## config.mk

```make
export PLATFORM = sky130hd
export DESIGN_NAME = aq_fadd_align_shift_r_double
export DESIGN_NICKNAME = d
export VERILOG_FILES = /design/src/rtl/aq_fadd_pkg.sv /design/src/rtl/aq_fadd_rshift_sticky.sv /design/src/rtl/aq_fadd_align_shift_r_double.sv
export SDC_FILE = /design/constraint.sdc
export NUM_CORES = 1
export LEC_CHECK = 0
export BUFFER_PORTS_ARGS = -buffer_cell sky130_fd_sc_hd__buf_2
export CORE_MARGIN = 2
export CORE_UTILIZATION = 60
export DETAILED_ROUTE_END_ITERATION = 7
export GPL_ROUTABILITY_DRIVEN = 0
export PLACE_DENSITY = 0.9
export RECOVER_POWER = 50
export REMOVE_ABC_BUFFERS = 1
export SETUP_SLACK_MARGIN = 0.02
export SLEW_MARGIN = 15
export SYNTH_ARGS = -nofsm -noshare
export SYNTH_HDL_FRONTEND = slang
export SYNTH_SLANG_ARGS = --single-unit
```

## constraint.sdc

```tcl
create_clock -name forever_cpuclk -period 7.15 [get_ports forever_cpuclk]
set_clock_uncertainty 0.15 [all_clocks]
set_input_delay 1.43 -clock forever_cpuclk [delete_from_list [all_inputs] [get_ports forever_cpuclk]]
set_output_delay 1.43 -clock forever_cpuclk [all_outputs]
set_load 0.05 [all_outputs]
```

## src/rtl/aq_fadd_pkg.sv

```systemverilog
// Shared widths and stage-1 payload type for the FADD datapath.
// Contents:
//   AQ_FADD_MANT_W   mantissa width (54)
//   AQ_FADD_SHCNT_W  alignment shift count width (7)
//   AQ_FADD_GRS_W    guard/round/sticky width (3)
//   AQ_FADD_EXT_W    mantissa extended with G/R/S positions (57)
//   aq_fadd_s1_t     coarse-stage pipeline payload
package aq_fadd_pkg;

    localparam int unsigned AQ_FADD_MANT_W  = 54;
    localparam int unsigned AQ_FADD_SHCNT_W = 7;
    localparam int unsigned AQ_FADD_GRS_W   = 3;
    localparam int unsigned AQ_FADD_EXT_W   = 57;

    // Low count bits are applied by the fine stage, the rest by the coarse stage.
    localparam int unsigned AQ_FADD_FINE_W   = 3;
    localparam int unsigned AQ_FADD_COARSE_W = AQ_FADD_SHCNT_W - AQ_FADD_FINE_W;

    typedef struct packed {
        logic [AQ_FADD_EXT_W-1:0]  data;
        logic                      stk;
        logic [AQ_FADD_FINE_W-1:0] fine;
    } aq_fadd_s1_t;

endpackage

```

## src/rtl/aq_fadd_rshift_sticky.sv

```systemverilog
// Combinational variable right shifter with sticky over the dropped bits.
// Ports:
//   in_data   [W-1:0]   value to shift
//   shift     [CW-1:0]  right-shift amount; amounts >= W yield zero
//   out_data  [W-1:0]   in_data >> shift
//   sticky    1         OR of every 1 bit shifted out below bit 0
module aq_fadd_rshift_sticky #(
    parameter int unsigned W  = 57,
    parameter int unsigned CW = 7
) (
    input  logic [W-1:0]  in_data,
    input  logic [CW-1:0] shift,
    output logic [W-1:0]  out_data,
    output logic          sticky
);

    assign out_data = in_data >> shift;

    // Shifting the result back recovers the kept bits; any difference was dropped.
    assign sticky = |(in_data ^ (out_data << shift));

endmodule

```

## src/rtl/aq_fadd_align_shift_r_double.sv

```systemverilog
// Two-stage right-shift alignment of the smaller-exponent double mantissa,
// producing the aligned mantissa and guard/round/sticky bits.
// Stage 1 shifts by multiples of 8, stage 2 by the remaining 0..7.
// Optional feature macro: AQ_FADD_ALIGN_EXACT_EN adds out_exact.
// Ports:
//   forever_cpuclk        clock
//   cpurst                asynchronous active-high reset
//   flush                 synchronous kill of all in-flight entries
//   in_vld / in_rdy       input handshake (in_rdy is combinational)
//   in_data [53:0]        mantissa to align
//   in_shift_cnt [6:0]    right-shift amount
//   out_vld / out_rdy     output handshake
//   out_data [53:0]       aligned mantissa
//   out_grs [2:0]         {guard, round, sticky}
//   out_exact             (optional) no nonzero bit was shifted out
module aq_fadd_align_shift_r_double
    import aq_fadd_pkg::*;
(
    input  logic                       forever_cpuclk,
    input  logic                       cpurst,
    input  logic                       flush,
    input  logic                       in_vld,
    output logic                       in_rdy,
    input  logic [AQ_FADD_MANT_W-1:0]  in_data,
    input  logic [AQ_FADD_SHCNT_W-1:0] in_shift_cnt,
    output logic                       out_vld,
    input  logic                       out_rdy,
    output logic [AQ_FADD_MANT_W-1:0]  out_data,
`ifdef AQ_FADD_ALIGN_EXACT_EN
    output logic                       out_exact,
`endif
    output logic [AQ_FADD_GRS_W-1:0]   out_grs
);

    logic                        s1_vld_q, s1_vld_d;
    aq_fadd_s1_t                 s1_q, s1_d;
    logic                        out_vld_q, out_vld_d;
    logic [AQ_FADD_MANT_W-1:0]   out_data_q, out_data_d;
    logic [AQ_FADD_GRS_W-1:0]    out_grs_q, out_grs_d;

    logic                        s2_adv_c;
    logic                        accept_c;
    logic                        s2_load_c;

    logic [AQ_FADD_EXT_W-1:0]    ext_c;
    logic [AQ_FADD_SHCNT_W-1:0]  coarse_cnt_c;
    logic [AQ_FADD_EXT_W-1:0]    coarse_data_c;
    logic                        coarse_stk_c;
    logic [AQ_FADD_EXT_W-1:0]    fine_data_c;
    logic                        fine_stk_c;

    // Coarse shift by cnt[6:3]*8; counts of 64+ shift everything out.
    assign ext_c        = {in_data, 3'b000};
    assign coarse_cnt_c = {in_shift_cnt[AQ_FADD_SHCNT_W-1:AQ_FADD_FINE_W], 3'b000};

    aq_fadd_rshift_sticky #(
        .W  (AQ_FADD_EXT_W),
        .CW (AQ_FADD_SHCNT_W)
    ) u_coarse (
        .in_data  (ext_c),
        .shift    (coarse_cnt_c),
        .out_data (coarse_data_c),
        .sticky   (coarse_stk_c)
    );

    aq_fadd_rshift_sticky #(
        .W  (AQ_FADD_EXT_W),
        .CW (AQ_FADD_FINE_W)
    ) u_fine (
        .in_data  (s1_q.data),
        .shift    (s1_q.fine),
        .out_data (fine_data_c),
        .sticky   (fine_stk_c)
    );

    // Pipeline control: flush wins over accept and advance.
    always_comb begin
        s2_adv_c   = !out_vld_q || out_rdy;
        in_rdy     = !s1_vld_q || s2_adv_c;
        accept_c   = in_vld && in_rdy && !flush;
        s2_load_c  = s2_adv_c && s1_vld_q && !flush;

        s1_vld_d   = s1_vld_q;
        s1_d       = s1_q;
        out_vld_d  = out_vld_q;
        out_data_d = out_data_q;
        out_grs_d  = out_grs_q;

        if (accept_c) begin
            s1_d.data = coarse_data_c;
            s1_d.stk  = coarse_stk_c;
            s1_d.fine = in_shift_cnt[AQ_FADD_FINE_W-1:0];
        end

        if (flush)          s1_vld_d = 1'b0;
        else if (accept_c)  s1_vld_d = 1'b1;
        else if (s2_adv_c)  s1_vld_d = 1'b0;

        if (s2_load_c) begin
            out_data_d = fine_data_c[AQ_FADD_EXT_W-1:AQ_FADD_GRS_W];
            out_grs_d  = {fine_data_c[2], fine_data_c[1],
                          s1_q.stk | fine_stk_c | fine_data_c[0]};
        end

        if (flush)          out_vld_d = 1'b0;
        else if (s2_adv_c)  out_vld_d = s1_vld_q;
    end

    always_ff @(posedge forever_cpuclk or posedge cpurst) begin
        if (cpurst) begin
            s1_vld_q   <= 1'b0;
            s1_q       <= '0;
            out_vld_q  <= 1'b0;
            out_data_q <= '0;
            out_grs_q  <= '0;
        end else begin
            s1_vld_q   <= s1_vld_d;
            s1_q       <= s1_d;
            out_vld_q  <= out_vld_d;
            out_data_q <= out_data_d;
            out_grs_q  <= out_grs_d;
        end
    end

    assign out_vld  = out_vld_q;
    assign out_data = out_data_q;
    assign out_grs  = out_grs_q;

`ifdef AQ_FADD_ALIGN_EXACT_EN
    logic out_exact_q, out_exact_d;

    // Exact when nothing nonzero fell below the kept mantissa.
    always_comb begin
        out_exact_d = out_exact_q;
        if (s2_load_c) out_exact_d = (out_grs_d == 3'b000);
    end

    always_ff @(posedge forever_cpuclk or posedge cpurst) begin
        if (cpurst) out_exact_q <= 1'b0;
        else        out_exact_q <= out_exact_d;
    end

    assign out_exact = out_exact_q;
`endif

endmodule

```

; Yosys cells after proc, flatten, opt, wreduce, memory -nomap -nowiden
; Index checks and enable logic that the tools add are counted.
[totals]
regBits = 120
word_cells = 33
input_bits = 66
output_inout_bits = 59
[op_classes]
reduce_logical = 13
bitwise_logic = 4
shift = 4
mux = 5
[ops]
columns = op, n
row1 = OR reduction 57 bit, 2
row2 = bitwise XOR 57 bit, 2
row3 = left shift 57 x 3 -> 57 bit, 1
row4 = left shift 57 x 7 -> 57 bit, 1
row5 = right shift 57 x 3 -> 57 bit, 1
row6 = right shift 57 x 7 -> 57 bit, 1
row7 = 2-to-1 mux 1 bit, 5
row8 = logical AND 1 bit, 4
row9 = zero test 1 bit, 3
row10 = nonzero test 3 bit, 1
row11 = logical OR 1 bit, 2
row12 = OR 1 bit, 2
row13 = nonzero test 2 bit, 1

; Longest topological paths before layout
[logic_depth]
depth_word = 7
mapped_depth = 11
mapped_depth_nobuf = 7

; Cells and area by module
; A second synthesis with hierarchy kept.
[hier_totals]
hier_cells = 1804
area_unflattened_um2 = 15891.5
[by_module_without_submodules]
columns = mod, area_per_inst_um2, seq_area_each_um2, n_inst, cells_per_inst
row1 = aq_fadd_rshift_sticky (u_coarse), 9161.3, 0.0, 1, 1340
row2 = aq_fadd_align_shift_r_double, 4672.0, 3002.9, 1, 262
row3 = aq_fadd_rshift_sticky (u_fine), 2058.2, 0.0, 1, 202

; Worst setup path before layout
; OpenSTA, ideal clock, no wires.
[synth_path]
path_type = input to output
start = input port out_rdy
end = output port in_rdy
required_time_ps = 5570
n_path_buf = 0
path_slack_ps = 3661
arrival_time_ps = 1909
cell_stages = 2
path_cell_list = nor2b_1 -> nand2_1
[synth_via]
elab_chain_cells = 2
[synth_rtl]
columns = element, line
row1 = from (decl), aq_fadd_align_shift_r_double.sv:27  ; input logic out_rdy,
row2 = logical OR 1 bit, aq_fadd_align_shift_r_double.sv:78  ; s2_adv_c = !out_vld_q || out_rdy;
row3 = logical OR 1 bit, aq_fadd_align_shift_r_double.sv:79  ; in_rdy = !s1_vld_q || s2_adv_c;
row4 = to (decl), aq_fadd_align_shift_r_double.sv:23  ; output logic in_rdy,
; No other way between the ends.

; Final worst setup path
[layout_path]
start = input port in_shift_cnt[4]
end = register s1_q[3] in the netlist's numbering
[layout_via]
elab_chain_cells = 4
[layout_rtl]
columns = element, line
row1 = from (decl), aq_fadd_align_shift_r_double.sv:25  ; input logic [AQ_FADD_SHCNT_W-1:0] in_shift_cnt,
row2 = right shift 57 x 7 -> 57 bit, aq_fadd_rshift_sticky.sv:17  ; assign out_data = in_data >> shift;
row3 = left shift 57 x 7 -> 57 bit *, aq_fadd_rshift_sticky.sv:20  ; assign sticky = |(in_data ^ (out_data << shift));
row4 = bitwise XOR 57 bit *, aq_fadd_rshift_sticky.sv:20
row5 = OR reduction 57 bit *, aq_fadd_rshift_sticky.sv:20
row6 = to (signal assigned), aq_fadd_align_shift_r_double.sv:112  ; s1_q <= '0;
row7 = to (signal assigned), aq_fadd_align_shift_r_double.sv:118  ; s1_q <= s1_d;
row8 = to (decl), aq_fadd_align_shift_r_double.sv:36  ; aq_fadd_s1_t s1_q, s1_d;
; Mark *: on every way between the ends. The rest lies on a longest branch, timed or not.
; A chain may end at the register's enable or synchronous reset.

==> results.md <==
* Final nets at about 1000
* Initial antenna violation count at 0
* WS Path Type: in -> reg
* I/O pin cnt at 125
* GRT Total Usage at 34.1%
* Tmin final at about 4000 ps
* CP max stage delay at 690 ps
* Residual DRC at 0
* Final setup viols at 0
* Static Leak at about 0.0041 uW
* Fill count at 1068
* Largest net degree at the start of global routing at 113
* Ant diodes at 0
* Total of max-cap violations at 1
* Clock Path Buffers at 2
* HPWL after DPL at 17000 um
* Number of global-route vias before repair at 7545
* Run status: complete, but fails checks
* Worst Hold Class: reg -> reg
* Worst-margin pin slew at 3100 ps
* P_sw at 909 uW
* Slew HR at -108%
* Pre-Repair DR Iteration Count at 8
* Row count at 43
* Synth top area cells: dfrtp_1 35%, mux2i_1 14%, mux4_2 13%
* Avg Synthesized Cell Area at 9.86 um^2
* RSZ-0062 raised after global routing: no
* # hold bufs at CTS at 0
* Met1 Usage GRT at 46.5%
* Root buf cell: clkbuf_16
* Wire length per cell at 22.1 um
* RR Endpoint: out_grs[0]
* First-pass GRT wire length at 39600 um
* Synth Flop Type: dfrtp_1
* Max frequency at about 250 MHz
* Failing checks: max-capacitance violations, max-slew violations
* Crit-path max FO at 41
* P&R area growth vs syn at 12.3%
* Sw frac at 37.2%
* DIE HEIGHT at 123 um
* CTS sink cnt at between 100 and 150
* GR peak layer: met2
* Seq pwr share at around 35%
* Ys Warns at 0
* Antenna Nets Post-Route at 0
* Combinational Power Share at about a third
* GRT overflow at 0
* Die width at around 120 um
* Number of distinct library cells after synthesis at 71
* Hold Vio Cnt, Final at 0
* Worst Hold Path Cells at 2
* Hold path start: out_data[53]
* Clk network pwr share at 33.9%
* Reg2reg setup slack at 4290 ps
* Crit. End Element: flop
* Synth area leader: dfrtp_1
* Post-synth top area share at 35.2%
* Post-synthesis instance total at between 800 and 900
* Slowest cell on crit path: or3b_2
* Layout cells sized above 1 at a little under a fifth
* Ys async rst share at 100%
* TritonCTS clock tree: done
* Slew Limit Fails at 74
* WHS Endpoint: out_data[53]
* Worst vdd rail ir drop at 0.000179 V
* Met2 Track Usage GR at 48.6%
* Reg2reg start: s1_q[0]
* Buffers on Ports at approximately 120
* Worst-path clk slew at 60 ps
* Cells on worst reg2reg path at 7
* Synth Register Bits at 120
* Routing usage on met3 at 11.8%
* Post-CTS Setup Inserts at 0
* Via/cell ratio at 7.13
* DRT iter0 DRCs at 1348
* Die area at 0.0152 mm^2
* Total Negative Setup Slacks at 0 ps
* Post-synth EDFFs at 0
* Clock latency on the worst-skew pair at 420 ps
* Total wire length at 25000 um
* Area after DPL at around 0.009 mm^2
* Int Power at 1530 uW
* Post-synthesis sequential area ratio at about a third
* Cts repair resizes at 0
* Post-route cell area at 0.00957 mm^2
* Via count at 8051
* Fin crit share at 56.8%
* Initial core utilization at 61.4%
* Pwr Density at 255 mW/mm^2
* Synth Cell Area at around 0.0085 mm^2
* Core area at 0.0139 mm^2
* Crit path cell chain: buf_2 > buf_4 > or3b_2 > a2bb2oi_1 > nand3_1 > o211ai_1 > a221oi_1 > and4b_1 > a41oi_1
* Critical Path Start Type: input port
* CP Data Arrival Time at 4190 ps
* H-tree levels at 4
* Num CTS Buffers at 17
* CP Data Required Time at 7280 ps
## stage by stage
step	power [uW]	setup WS [ps]	std cells	hold slack, ps	utilization (%)
6_report	2440	3090	1129	324	68.9
5_1_grt	2540	2850	1129	346	68.9
4_1_cts	2450	3200	1129	327	69.5
3_5_place_dp	1620	2780	1097	314	65.3
3_3_place_gp	1600	2850	1097	308	65.3
2_1_floorplan	1410	1930	785	320	-
## cells by family (layout without fill, tap and decap cells)
| group | count (synthesis) | in the layout | synth area share (%) |
|---|---|---|---|
| adder cells (fa/ha/maj) | 1 | 1 | 0.117 |
| buffers and inverters | 89 | 174 | 4.77 |
| flip-flops | 120 | 120 | 35.2 |
| multiplexers | 183 | 183 | 28.9 |
| AND/OR/NAND/NOR | 214 | 214 | 11.7 |
| AO/OA/AOI/OAI | 257 | 257 | 19.3 |
## power groups by stage
stage               combinational, uW  sequential [uW]  clock, uW
floorplan                         334             1070          0
global placement                  752              847          0
detailed placement                768              852          0
CTS                               774              842        831
global route                      818              858        866
finish                            770              846        827
## critical path: cells and delay by family
kind            cells  cell delay, ps
compound gates      4             790
buf+inv             2             820
simple gates        3            1110
## layer usage
layer | share of wire, % | wire [um]
met1 | 37 | 9300
met4 | 5.8 | 1450
met5 | 0 | 0
met2 | 43 | 10900
met3 | 13 | 3360
## worst max path at each step
stage | cells past startpoint | endpoint | slack, ps | startpoint
after floorplan | 7 | s1_q[3] | 1930 | out_rdy
after global placement | 9 | s1_q[3] | 2850 | in_shift_cnt[4]
after detailed placement | 9 | s1_q[3] | 2780 | in_shift_cnt[4]
after CTS | 9 | s1_q[3] | 3200 | in_shift_cnt[4]
after global routing | 3 | s1_q[46] | 2850 | cpurst
final | 9 | s1_q[3] | 3090 | in_shift_cnt[4]
## sequential cells by signal, summed over array words and instances, names as in the netlist
register / flops
out_vld: 1
s1_q: 61
out_grs: 3
out_data: 54
s1_vld_q: 1
## cell usage in the layout, fill, tap and decap left out, types with 9 or more instances in the layout
cell	instances
buf_2	65
nand3_1	9
mux2_2	16
mux2i_1	118
clkbuf_16	17
a22o_1	17
buf_4	9
nand2_1	115
mux4_2	49
nor2b_1	10
nor2_1	31
clkbuf_1	59
o21ai_0	99
nor3_1	9
dfrtp_1	117
a21oi_1	38
o22ai_1	14
o31ai_1	12
## area by class of cell
cell class / instances / area [um^2] / area share [%]
clock buffers: 19 / 443 / 4.63
clock inverters: 13 / 129 / 1.35
inverters: 10 / 38.8 / 0.405
multi-input cells: 655 / 5110 / 53.5
flip-flops and latches: 120 / 3010 / 31.4
well taps: 180 / 225 / 2.35
repair buffers: 132 / 611 / 6.38
## synthesized netlist by cell type (all sizes together), types with 3 or more instances
cell type  count
nor2b         10
nor2          32
and2           4
a31oi          8
nor4           6
o21ai        100
a2bb2oi        3
o31ai         12
nand2        115
a22oi          5
a21oi         39
o22a           8
a21o           4
o211ai         5
buf           39
nor3          10
inv            8
a221oi         3
a211o          4
dfrtp        120
nand4          4
mux4          49
a32oi          3
a22o          17
or3b           4
a211oi         6
mux2          16
a221o          4
mux2i        118
o22ai         14
clkbuf        40
nand2b         5
nand3          9
(Power assumes the default switching activity.)
